<file path="src/rtl/mux4_ser_pkg.sv">
// Shared types and index constants for the 4-bit mux-based serializer.
package mux4_ser_pkg;

  typedef enum logic {
    IDLE  = 1'b0,
    SHIFT = 1'b1
  } state_t;

  localparam logic [1:0] IDX_FIRST_LSB = 2'd0;
  localparam logic [1:0] IDX_LAST_LSB  = 2'd3;

  // Index of the first bit sent for the selected bit order.
  function automatic logic [1:0] first_idx(input bit msb_first);
    return msb_first ? IDX_LAST_LSB : IDX_FIRST_LSB;
  endfunction

  // Index of the bit that ends a word for the selected bit order.
  function automatic logic [1:0] last_idx(input bit msb_first);
    return msb_first ? IDX_FIRST_LSB : IDX_LAST_LSB;
  endfunction

endpackage

</file>
<file path="src/rtl/mux4_serializer_mux4.sv">
// 4:1 single-bit multiplexer used as the serializer's bit-select datapath.
module mux4 (
  input  logic [1:0] sel,
  input  logic       d0,
  input  logic       d1,
  input  logic       d2,
  input  logic       d3,
  output logic       y
);

  // NOTE: a full case with a default keeps this purely combinational (no latch).
  always_comb begin
    case (sel)
      2'd0:    y = d0;
      2'd1:    y = d1;
      2'd2:    y = d2;
      default: y = d3;
    endcase
  end

endmodule

</file>
<file path="src/rtl/mux4_serializer.sv">
// Valid/ready 4-bit parallel-to-serial converter; FSM and registers here, bit select in mux4.
// Optional zero-bubble back-to-back words: define MUX4_SER_BACK2BACK_EN.
module mux4_serializer
  import mux4_ser_pkg::*;
#(
  parameter bit MSB_FIRST = 1'b0
) (
  input  logic       clk,
  input  logic       rst,
  input  logic       in_valid,
  output logic       in_ready,
  input  logic [3:0] in_data,
  output logic       out_valid,
  input  logic       out_ready,
  output logic       out_bit,
  output logic       out_last,
  output logic       busy
);

  localparam logic [1:0] START_IDX = first_idx(MSB_FIRST);
  localparam logic [1:0] FINAL_IDX = last_idx(MSB_FIRST);

  state_t     state_q, state_d;
  logic [1:0] idx_q, idx_d;
  logic [3:0] hold_q, hold_d;
  logic       sel_bit;
  logic       capture;
  logic       xfer;
  logic       at_last;

  assign capture = in_valid && in_ready;
  assign xfer    = out_valid && out_ready;
  assign at_last = (state_q == SHIFT) && (idx_q == FINAL_IDX);

  // State register. hold is a plain 4-bit register, so it is cleared on reset.
  // NOTE: sequential state uses non-blocking assignments so all registers update together.
  always_ff @(posedge clk or posedge rst) begin
    if (rst) begin
      state_q <= IDLE;
      idx_q   <= 2'd0;
      hold_q  <= 4'd0;
    end else begin
      state_q <= state_d;
      idx_q   <= idx_d;
      hold_q  <= hold_d;
    end
  end

  // Next-state logic. The index is reset to the start position when a word ends,
  // so a wrapped index never selects data.
  always_comb begin
    state_d = state_q;
    idx_d   = idx_q;
    hold_d  = hold_q;
    case (state_q)
      IDLE: begin
        if (capture) begin
          hold_d  = in_data;
          idx_d   = START_IDX;
          state_d = SHIFT;
        end
      end
      SHIFT: begin
        if (xfer) begin
          if (idx_q == FINAL_IDX) begin
`ifdef MUX4_SER_BACK2BACK_EN
            if (capture) begin
              hold_d  = in_data;
              idx_d   = START_IDX;
              state_d = SHIFT;
            end else begin
              idx_d   = START_IDX;
              state_d = IDLE;
            end
`else
            idx_d   = START_IDX;
            state_d = IDLE;
`endif
          end else begin
            idx_d = MSB_FIRST ? idx_q - 2'd1 : idx_q + 2'd1;
          end
        end
      end
      default: begin
        state_d = IDLE;
        idx_d   = 2'd0;
      end
    endcase
  end

  // Output logic. in_ready is held low while rst is asserted.
  always_comb begin
    in_ready  = 1'b0;
    out_valid = 1'b0;
    out_last  = 1'b0;
    busy      = 1'b0;
    case (state_q)
      IDLE: begin
        in_ready = ~rst;
      end
      SHIFT: begin
        out_valid = 1'b1;
        out_last  = at_last;
        busy      = 1'b1;
`ifdef MUX4_SER_BACK2BACK_EN
        // Accept only when the last bit is leaving too, so a word is never taken without room.
        in_ready  = at_last && out_ready;
`endif
      end
      default: ;
    endcase
  end

  mux4 u_mux4 (
    .sel (idx_q),
    .d0  (hold_q[0]),
    .d1  (hold_q[1]),
    .d2  (hold_q[2]),
    .d3  (hold_q[3]),
    .y   (sel_bit)
  );

  assign out_bit = sel_bit && out_valid;

endmodule

</file>
<file path="config.mk">
export PLATFORM = sky130hd
export DESIGN_NAME = mux4_serializer
export DESIGN_NICKNAME = d
export VERILOG_FILES = /design/src/rtl/mux4_ser_pkg.sv /design/src/rtl/mux4_serializer_mux4.sv /design/src/rtl/mux4_serializer.sv
export SDC_FILE = /design/constraint.sdc
export NUM_CORES = 1
export LEC_CHECK = 0
export CORE_AREA = 10 10 47 49
export CTS_BUF_LIST = sky130_fd_sc_hd__clkbuf_2 sky130_fd_sc_hd__clkbuf_4 sky130_fd_sc_hd__clkbuf_8
export DETAILED_ROUTE_END_ITERATION = 8
export DIE_AREA = 0 0 57 59
export GPL_TIMING_DRIVEN = 0
export MAX_ROUTING_LAYER = met4
export PLACE_DENSITY = 0.65
export SYNTH_ARGS = -nofsm -noshare
export SYNTH_HDL_FRONTEND = slang
export SYNTH_SLANG_ARGS = --single-unit
export TNS_END_PERCENT = 100
</file>
<file path="constraint.sdc">
create_clock -name clk -period 1.27 [get_ports clk]
set_input_delay 0.1905 -clock clk [delete_from_list [all_inputs] [get_ports clk]]
set_output_delay 0.1905 -clock clk [all_outputs]
set_load 0.1 [all_outputs]
</file>
==> impl_metrics.py <==
metrics = {
    "outcome": {
        "run_status": "complete, but fails checks",
        "violations": "negative setup slack",
    },
    "placed_design": {
        "pre_cts_ws_ns": -1.13,
        "io_buffers": 12,
        "hpwl_um": 709,
        "gp_congestion": 0.652,
    },
    "detailed_routing": {
        "detail-route-antenna-nets": 0,
        "drt_wl_total_um": 1100,
        "vias_per_cell": 4.48,
        "vias": 345,
        "remaining_drc_errors": 0,
        "drt_iter0_markers": 3,
        "wl_per_cell_um": 14.3,
        "first_pass_iters": 2,
    },
    "floorplanning": {
        "die_w_um": 57,
        "num_rows": 14,
        "die_y_um": 59,
        "io_pins": 13,
        "die-area_sq_mm": 0.00336,
        "start_util": 0.301,
        "core_sq_mm": 0.00140,
    },
    "synth": {
        "synth_top_area_share": 0.415,
        "synth_area_leaders": "dfrtp_1 42%, ha_1 15%, mux2_2 11%, inv_1 4.5%, nor3b_4 4.5%",
        "avgSynthCellArea_sq_um": 11.7,
        "synthCells": 36,
        "netlist_area_sq_um": 422,
        "synth.distinct_cells": 18,
        "ys_seq_elements": 7,
        "yosys.area.top_type": "dfrtp_1",
        "synth-seq-area-share": 0.415,
        "synth_warnings": 0,
        "synth_nets": 49,
    },
    "setup_path": {
        "crit_fanout": 5,
        "rr_startpoint": "state_q",
        "cp.required_ns": 1.08,
        "critical_path_class": "reg -> out",
        "cp-start-kind": "flop",
        "worstPathArrival_ns": 1.51,
        "crit_start": "idx_q[1]",
        "worstSetupEndpointType": "output pin",
    },
    "sta": {
        "rsz0062_at_grt": "yes",
        "finalSetupViolations": 10,
        "finalHoldViolations": 0,
        "post-route-period-util": 1.34,
        "fin_worst_skew_ns": 0.00605,
        "final-max-slew-violation-count": 0,
        "tightest_slew_ns": 0.291,
        "maxSlewHeadroom": 0.806,
        "min_period_ns": 1.70,
        "setup_ws_ns": -0.432,
        "fmax_mhz": 588,
    },
    "finish": {
        "diodes": 0,
        "layout-drive-gt1-share": 0.656,
        "nets": 75,
        "syn_to_final_growth_pct": 95.8,
    },
    "cts": {
        "cts.sinks": 7,
        "cts_max_path_buffers": 2,
        "clock_latency_ns": 0.25,
        "cts_tree": "built",
        "htreeDepth": 1,
        "clk_pin_slew_ns": 0.06,
        "cts_made_buffers": 3,
        "cts_hold_buffers": 0,
        "root_buffer": "clkbuf_4",
    },
    "global_routing": {
        "grt_usage": 0.0700,
        "grt_start_max_net_pins": 8,
        "antenna_found_initial": 0,
        "overflow": 0,
        "grt_pass1_wl_um": 1770,
        "grt_pass1_vias": 398,
    },
    "min_path": {
        "min_path_type": "in -> async",
    },
    "job": {
        "drv_cap": 0,
    },
}
==> final timing paths <==
path | endpoint | cells after the start | slack (ns)
worst max-delay path | out_bit | 5 | -0.43
worst min-delay path | state_q | 2 | 0.38
worst max register to register | hold_q[0] | 4 | -0.14
worst min register to register | hold_q[3] | 1 | 0.52
max in group asynchronous | state_q | 2 | 0.64
min in group clk | hold_q[3] | 1 | 0.52
==> timing repair <==
action                     CTS  global route
gates resized for setup     52            13
setup buffers                5             4
setup endpoints to repair   10            12
pin swaps                    4             5
==> per-layer routing <==
metal  share of wire  global-route usage  vias up
li1                -                   -      177
met1            0.46              0.0743      158
met2            0.48               0.105        8
met3           0.045              0.0386        2
met4           0.010              0.0302        0
met5               0                   -        -
==> through the flow <==
| stage | util | hold WS [ns] | TNS, ns | area [sq um] | std cells |
|---|---|---|---|---|---|
| 2_1_floorplan | - | -0.00608 | -1.70 | 467 | 36 |
| 3_3_place_gp | 0.433 | 0.514 | -5.41 | 607 | 64 |
| 3_5_place_dp | 0.433 | 0.517 | -5.48 | 607 | 64 |
| 4_1_cts | 0.526 | 0.374 | -1.17 | 737 | 73 |
| 5_1_grt | 0.589 | 0.388 | -1.91 | 826 | 77 |
| 6_report | 0.589 | 0.376 | -1.54 | 826 | 77 |
==> flip-flops by register name, summed over array words and instances, names as in the netlist <==
name	count
hold_q	4
idx_q	2
state_q	1
==> layout make-up <==
class,count,area (sq um)
fillers,126,576
multi-input cells,23,310
repair buffers,21,249
flip-flops and latches,7,181
clock buffers,4,30.0
inverters,5,23.8
well taps,16,20.0
plain buffers,1,11.3
==> synth_stat cells <==
cell,instances
nor4bb_1,1
nand2_1,1
nor3b_4,1
and3_2,1
dfrtp_1,7
mux2_2,4
nor2_1,1
a221oi_1,1
buf_4,1
inv_1,5
a21oi_1,1
or3b_4,1
and2_2,1
and2_1,1
ha_1,5
o21ai_0,1
a31o_1,2
a22oi_1,1
==> worst max-delay path, cell delays in order, from the launching register on <==
cell and delay, ns:
dfrtp_2 0.45, inv_4 0.09, ha_4 0.13, a22oi_2 0.08
a221oi_4 0.30, buf_12 0.21
==> cell usage in the layout, fill, tap and decap left out, types with 2 or more instances in the layout <==
cell type | Yosys | final
inv_4 | 0 | 2
buf_12 | 0 | 5
ha_4 | 0 | 3
clkbuf_4 | 0 | 4
a31o_1 | 2 | 2
buf_4 | 1 | 6
clkdlybuf4s50_1 | 0 | 7
dfrtp_2 | 0 | 2
buf_6 | 0 | 4
inv_1 | 5 | 3
dfrtp_1 | 7 | 4
mux2_4 | 0 | 4
==> cell families (layout without fill, tap and decap cells) <==
logic type	count (synthesis)	count (layout)	share of synthesized area
AO/OA/AOI/OAI	6	6	0.104
adder cells (fa/ha/maj)	5	5	0.148
buffers and inverters	6	31	0.0623
flip-flops	7	7	0.415
multiplexers	4	4	0.107
AND/OR/NAND/NOR	8	8	0.163
Power is not shown: default switching activity piles up to over one toggle a cycle in this logic, so the estimate is an artifact.
